## src/rtl/pipe_stage_reg_pkg.sv

```systemverilog
// Shared types for the pipeline stage register: occupancy state encoding.
package pipe_pkg;

    localparam int PIPE_STATE_W = 2;

    typedef enum logic [PIPE_STATE_W-1:0] {
        PS_EMPTY,
        PS_FULL,
        PS_SKID
    } pipe_state_t;

endpackage

```

## src/rtl/pipe_stage_reg_if.sv

```systemverilog
// Valid/ready bundle between two pipeline stages, plus flush and stall telemetry.
interface pipe_stage_reg_if #(
    parameter int WIDTH = 32,
    parameter int CNT_W = 16
);
    logic             flush;
    logic             in_valid;
    logic             in_ready;
    logic [WIDTH-1:0] in_data;
    logic             out_valid;
    logic             out_ready;
    logic [WIDTH-1:0] out_data;
    logic [CNT_W-1:0] stall_count;

    modport master (
        output flush, in_valid, in_data, out_ready,
        input  in_ready, out_valid, out_data, stall_count
    );

    modport slave (
        input  flush, in_valid, in_data, out_ready,
        output in_ready, out_valid, out_data, stall_count
    );
endinterface

```

## src/rtl/pipe_data_reg.sv

```systemverilog
// Payload register with load enable and asynchronous reset to a fixed value.
module pipe_data_reg #(
    parameter int               WIDTH      = 32,
    parameter logic [WIDTH-1:0] RESET_DATA = '0
) (
    input  logic             clk,
    input  logic             reset,
    input  logic             load,
    input  logic [WIDTH-1:0] d,
    output logic [WIDTH-1:0] q
);
    always_ff @(posedge clk or posedge reset) begin
        if (reset)
            q <= RESET_DATA;
        else if (load)
            q <= d;
    end
endmodule

```

## src/rtl/pipe_stage_reg.sv

```systemverilog
// Valid/ready pipeline stage register with flush and saturating stall counter.
// Define PIPE_STAGE_SKID_EN to add a skid entry and a fully registered in_ready.
module pipe_stage_reg
    import pipe_pkg::*;
#(
    parameter int               WIDTH      = 32,
    parameter logic [WIDTH-1:0] RESET_DATA = '0,
    parameter int               CNT_W      = 16
) (
    input  logic            clk,
    input  logic            reset,
    pipe_stage_reg_if.slave bus
);
    pipe_state_t      state;
    pipe_state_t      stateNext;
    logic             loadMain;
    logic [WIDTH-1:0] mainD;
    logic [WIDTH-1:0] mainQ;
    logic             inReady;
    logic             outValid;
    logic [CNT_W-1:0] stallCount;

    assign outValid = (state != PS_EMPTY);

`ifdef PIPE_STAGE_SKID_EN
    logic             loadSkid;
    logic [WIDTH-1:0] skidQ;
    logic             inReadyQ;

    // in_ready is the registered image of "next state has a free slot"
    always_ff @(posedge clk or posedge reset) begin
        if (reset)
            inReadyQ <= 1'b1;
        else
            inReadyQ <= (stateNext != PS_SKID);
    end

    assign inReady = inReadyQ;
    assign mainD   = (state == PS_SKID) ? skidQ : bus.in_data;

    pipe_data_reg #(.WIDTH(WIDTH), .RESET_DATA(RESET_DATA)) uSkid (
        .clk   (clk),
        .reset (reset),
        .load  (loadSkid),
        .d     (bus.in_data),
        .q     (skidQ)
    );
`else
    assign inReady = (state == PS_EMPTY) || bus.out_ready;
    assign mainD   = bus.in_data;
`endif

    always_ff @(posedge clk or posedge reset) begin
        if (reset)
            state <= PS_EMPTY;
        else
            state <= stateNext;
    end

    always_comb begin
        stateNext = state;
        loadMain  = 1'b0;
`ifdef PIPE_STAGE_SKID_EN
        loadSkid  = 1'b0;
`endif
        case (state)
            PS_EMPTY: begin
                if (bus.in_valid) begin
                    stateNext = PS_FULL;
                    loadMain  = 1'b1;
                end
            end
            PS_FULL: begin
                if (bus.out_ready) begin
                    if (bus.in_valid)
                        loadMain = 1'b1;
                    else
                        stateNext = PS_EMPTY;
                end
`ifdef PIPE_STAGE_SKID_EN
                else if (bus.in_valid) begin
                    stateNext = PS_SKID;
                    loadSkid  = 1'b1;
                end
`endif
            end
`ifdef PIPE_STAGE_SKID_EN
            PS_SKID: begin
                if (bus.out_ready) begin
                    stateNext = PS_FULL;
                    loadMain  = 1'b1;
                end
            end
`endif
            default: stateNext = PS_EMPTY;
        endcase
        // Squash drops the valid state and any incoming word; held data stays put
        if (bus.flush) begin
            stateNext = PS_EMPTY;
            loadMain  = 1'b0;
`ifdef PIPE_STAGE_SKID_EN
            loadSkid  = 1'b0;
`endif
        end
    end

    pipe_data_reg #(.WIDTH(WIDTH), .RESET_DATA(RESET_DATA)) uMain (
        .clk   (clk),
        .reset (reset),
        .load  (loadMain),
        .d     (mainD),
        .q     (mainQ)
    );

    always_ff @(posedge clk or posedge reset) begin
        if (reset)
            stallCount <= '0;
        else if (outValid && !bus.out_ready && (stallCount != {CNT_W{1'b1}}))
            stallCount <= stallCount + 1'b1;
    end

    assign bus.in_ready    = inReady;
    assign bus.out_valid   = outValid;
    assign bus.out_data    = mainQ;
    assign bus.stall_count = stallCount;
endmodule
```

## src/flat_wrapper.sv

```systemverilog
// flat-port wrapper written by rule: the top's interface ports become plain ports
module pipe_stage_reg_flat import pipe_pkg::*;
#(
    parameter int               WIDTH      = 32,
    parameter logic [WIDTH-1:0] RESET_DATA = '0,
    parameter int               CNT_W      = 16
)
  (clk, reset, bus_flush, bus_in_valid, bus_in_data, bus_out_ready, bus_in_ready, bus_out_valid, bus_out_data, bus_stall_count);
  pipe_stage_reg_if #(.WIDTH(WIDTH), .CNT_W(CNT_W)) bus_i ();
  input  logic clk;
  input  logic reset;
  input wire logic [$bits(bus_i.flush)-1:0] bus_flush;
  input wire logic [$bits(bus_i.in_valid)-1:0] bus_in_valid;
  input wire logic [$bits(bus_i.in_data)-1:0] bus_in_data;
  input wire logic [$bits(bus_i.out_ready)-1:0] bus_out_ready;
  output wire logic [$bits(bus_i.in_ready)-1:0] bus_in_ready;
  output wire logic [$bits(bus_i.out_valid)-1:0] bus_out_valid;
  output wire logic [$bits(bus_i.out_data)-1:0] bus_out_data;
  output wire logic [$bits(bus_i.stall_count)-1:0] bus_stall_count;
  assign bus_i.flush = bus_flush;
  assign bus_i.in_valid = bus_in_valid;
  assign bus_i.in_data = bus_in_data;
  assign bus_i.out_ready = bus_out_ready;
  assign bus_in_ready = bus_i.in_ready;
  assign bus_out_valid = bus_i.out_valid;
  assign bus_out_data = bus_i.out_data;
  assign bus_stall_count = bus_i.stall_count;
  pipe_stage_reg #(.WIDTH(WIDTH), .RESET_DATA(RESET_DATA), .CNT_W(CNT_W)) u_core (.clk(clk), .reset(reset), .bus(bus_i));
endmodule
```

## config.mk

```make
export PLATFORM = sky130hd
export DESIGN_NAME = pipe_stage_reg_flat
export DESIGN_NICKNAME = d
export VERILOG_FILES = /design/src/rtl/pipe_stage_reg_pkg.sv /design/src/rtl/pipe_stage_reg_if.sv /design/src/rtl/pipe_data_reg.sv /design/src/rtl/pipe_stage_reg.sv /design/src/flat_wrapper.sv
export SDC_FILE = /design/constraint.sdc
export NUM_CORES = 1
export LEC_CHECK = 0
export ABC_AREA = 0
export CELL_PAD_IN_SITES_DETAIL_PLACEMENT = 1
export CELL_PAD_IN_SITES_GLOBAL_PLACEMENT = 2
export CORE_ASPECT_RATIO = 0.75
export CORE_MARGIN = 3
export CORE_UTILIZATION = 24
export CTS_CLUSTER_SIZE = 40
export DETAILED_ROUTE_END_ITERATION = 7
export GPL_TIMING_DRIVEN = 0
export PLACE_DENSITY_LB_ADDON = 0.1
export SYNTH_ARGS = -nofsm -noshare
export SYNTH_HDL_FRONTEND = slang
export SYNTH_SLANG_ARGS = --single-unit
```

## constraint.sdc

```tcl
create_clock -name clk -period 1.5 [get_ports clk]
set_input_delay 0.3 -clock clk [delete_from_list [all_inputs] [get_ports clk]]
set_output_delay 0.3 -clock clk [all_outputs]
set_load 0.02 [all_outputs]
```

==> results by group <==
Worst setup path
  – Worst Setup End Kind: flop
  – Crit Path Class: flop to flop
  – CP Max Fanout: 7
  – Worst EP required: between 1.5 and 2 ns
  – Data arrival, critical path: roughly 1.7 ns
  – Worst path slowest cell: dfrtp_2
  – Crit path cell chain: nor2b_4, nor3b_4, buf_12, buf_8, mux2_4
  – CP max stage delay: ~0.41 ns
  – Critical Path Start Type: flop
  – WP buf/inv: 2
  – Crit-path leading delay family: flip-flops
  – Worst reg-to-reg setup slack: -0.02 ns

Timing
  – PnR worst setup slack: -0.0234 ns
  – TNS Setup: -0.223 ns
  – Unrepaired setup endpoints after global routing: true
  – Skew final: between 0.004 and 0.005 ns
  – Period utilization: 1.02
  – Worst-margin pin slew: approximately 1.1 ns
  – Setup violators final: 19
  – Fin. Hold Viols: 0
  – Fmax: around 660 MHz
  – Minimum clock period: 1.52 ns
  – Pins over their slew limit: 0
  – Max-slew headroom: 0.240

Clocking
  – CTS root buffer: clkbuf_16
  – TritonCTS Sinks: between 40 and 50
  – Cts bufs inserted: 5
  – CTS tree: yes
  – Clock transition at path regs: about 0.060 ns
  – H-tree Lvls: 2
  – Clock Tree Buf Depth: 2
  – Clock Latency Late Sink: slightly below 0.3 ns

Synth
  – Seq/Total Area, Yosys: 0.596
  – Xor and xnor area share after synthesis: 0.0511
  – Syn nets: 187
  – Synth unique cells: 29
  – Synth Area in Adders: 0.00608
  – Syn Std Cell Area: slightly above 2000 um^2
  – Main combinational cell family by area after synthesis: multiplexers
  – Mapped Avg Cell Area: 13.8 um^2
  – Simple-gate share of the synthesized area: 0.121
  – Register bit count reported by yosys: 49
  – Syn Inst Count: 149
  – Synth warn: 0
  – Mux contribution to synthesized area: 0.188
  – Post-synthesis compound-gate area fraction: 0.0195

Detailed routing
  – Via count: ~1.6k
  – Initial DRC Count: 25
  – Remaining antenna violation count: 0
  – Remaining DRCs: 0
  – Routed WL per cell: around 16 um
  – Final WL: 6000 um
  – Vias per std cell: around 4.4
  – TritonRoute pass-1 iters: 3

Cells and area
  – Final core occ: 0.440
  – Fin nets: 302
  – Share of post-route cells with drive strength above 1: 0.366
  – Ant diodes: 0
  – Syn-to-layout area delta: 73.0%
  – Fillers: approximately 850
  – Final instance area: around 3600 um^2

Placement
  – Place WS: -0.513 ns
  – Final RePlAce weighted congestion: 0.658
  – Port Buf Inserts: 86
  – Detailed Place HPWL: 4010 um
  – Placed cell areas: 3190 um^2

Global routing
  – Largest net degree at the start of global routing: 50
  – First-pass GRT wire length: approximately 9100 um
  – Grt total ovfl: 0
  – Gr usage total: 0.122
  – Initial antenna violation count: 0
  – Vias in the first global route: about 1.7k

Pwr
  – Pwr Total: about 4.0 mW
  – P_leak: about 1.7 nW
  – Peak VDD IR: 0.484 mV
  – Pwr/cell area: ~1100 nW/um^2

Floorplanning
  – DIE AREA: between 9000 and 10000 um^2
  – Starting Density: 0.254
  – I/O Pins: 87
  – Row Count: 28
  – Die W: between 100 and 150 um
  – Core Footprint: a little over 8000 um^2
  – Die height: around 86 um

Job
  – Max cap viols: 0

Run status
  – Outcome: finished with violations
  – Failing checks: negative setup slack

Min path
  – HP Class: input port to flop
## path summary, 6_finish.rpt
| kind | cells after the start | start | end |
|---|---|---|---|
| worst max-delay path | 5 | u_core.state[0] | u_core.uMain.q[0] |
| worst min-delay path | 4 | bus_out_ready | u_core.state[0] |
| worst max register to register | 5 | u_core.state[0] | u_core.uMain.q[0] |
| worst min register to register | 1 | u_core.bus.stall_count[15] | u_core.bus.stall_count[15] |
| max in group asynchronous | 2 | reset | u_core.uMain.q[11] |
| min in group asynchronous | 2 | reset | u_core.uMain.q[17] |
## what timing repair did
| action | CTS | global route |
|---|---|---|
| gates resized for setup | 68 | 19 |
| endpoints found under the hold margin | 0 | 0 |
| hold buffers | 0 | 0 |
| endpoints found under the setup margin | 87 | 50 |
| buffers inserted | 8 | 15 |
| cloned | 3 | 1 |
| pin swaps | 1 | 11 |
## metal layers
| metal | global-route usage | wire (um) | share of wire |
|---|---|---|---|
| met1 | 0.169 | 2880 | 0.48 |
| met2 | 0.173 | 2580 | 0.43 |
| met3 | 0.0482 | 453 | 0.075 |
| met4 | 0.0426 | 88 | 0.015 |
| met5 | 0 | 0 | 0 |
## cell usage after synthesis
cell type   n  area (um^2)
and3_2      1         7.51
nor2_1      7         26.3
nor2b_2     1         8.76
and4_2      1         10.0
mux2_2     33          372
ha_1        1         12.5
nor4_1      1         6.26
buf_2       1         5.00
xnor2_1     4         35.0
a21oi_1     2         10.0
dfrtp_1    49         1230
nor3b_1     1         7.51
and3_1      2         12.5
nand3_1     4         20.0
nand4_1     6         37.5
a31oi_1     1         6.26
and2_1      1         6.26
nor3_1      5         25.0
and4_4      1         11.3
buf_4       3         22.5
inv_1       3         11.3
nand4_4     1         21.3
o21a_4      1         15.0
o2111ai_1   1         8.76
mux2_4      1         15.0
nor3b_2     1         12.5
nand2_1     7         26.3
xor2_1      8         70.1
and4b_1     1         10.0
## cells in the final DEF (no fill, tap or decap), types with 2 or more instances in the layout
cell              n
nand3_1           4
nor2_1            6
clkbuf_16         5
nor3_1            2
dfrtp_1          35
buf_4            18
and4_4            2
xnor2_1           4
clkbuf_1          3
mux2_4           31
nand4_1           6
inv_1             2
buf_12            4
and3_4            2
nor3_2            3
mux2_2            3
buf_8             2
dlygate4sd2_1    49
dfrtp_2          14
a21oi_1           2
clkdlybuf4s50_1  35
nand2_1           7
xor2_1            8
## worst reg2reg max path: stages, from the launching register on
cell and delay, ns:
dfrtp_2 0.41, nor2b_4 0.14, nor3b_4 0.23, buf_12 0.17
buf_8 0.14, mux2_4 0.31
## report_power, final
part | internal, mW | switching (mW)
Combinational | 0.652 | 0.578
Clock | 0.621 | 0.469
Sequential | 1.54 | 0.165
## state kept, by name (all words and copies together) (netlist names)
name and cells:
u_core.uMain.q 32, u_core.state 1, u_core.bus.stall_count 16
## per-stage QoR
step / hold slack [ns] / instances
after global routing: 0.494 / 370
final: 0.487 / 370
after floorplan: 0.336 / 149
after CTS: 0.477 / 358
after detailed placement: 0.489 / 340
after global placement: 0.487 / 340
## cell type report
type / count / area, um^2 / area share
Buffer: 1 / 20.0 / 0.00562
Clock buffer: 8 / 136 / 0.0383
Sequential cell: 49 / 1240 / 0.349
Tap cell: 105 / 131 / 0.0369
Inverter: 3 / 15.0 / 0.00422
Timing Repair Buffer: 110 / 1030 / 0.290
Timing Repair inverter: 1 / 5.00 / 0.00141
Multi-Input combinational cell: 93 / 978 / 0.275
## kinds of logic after synthesis
kind of cell	after synthesis
compound gates	5
mux	34
simple gates	41
flops	49
buf+inv	7
xor+xnor	12
fa+ha+maj	1
Note: power is estimated with default switching activity, not from simulation.
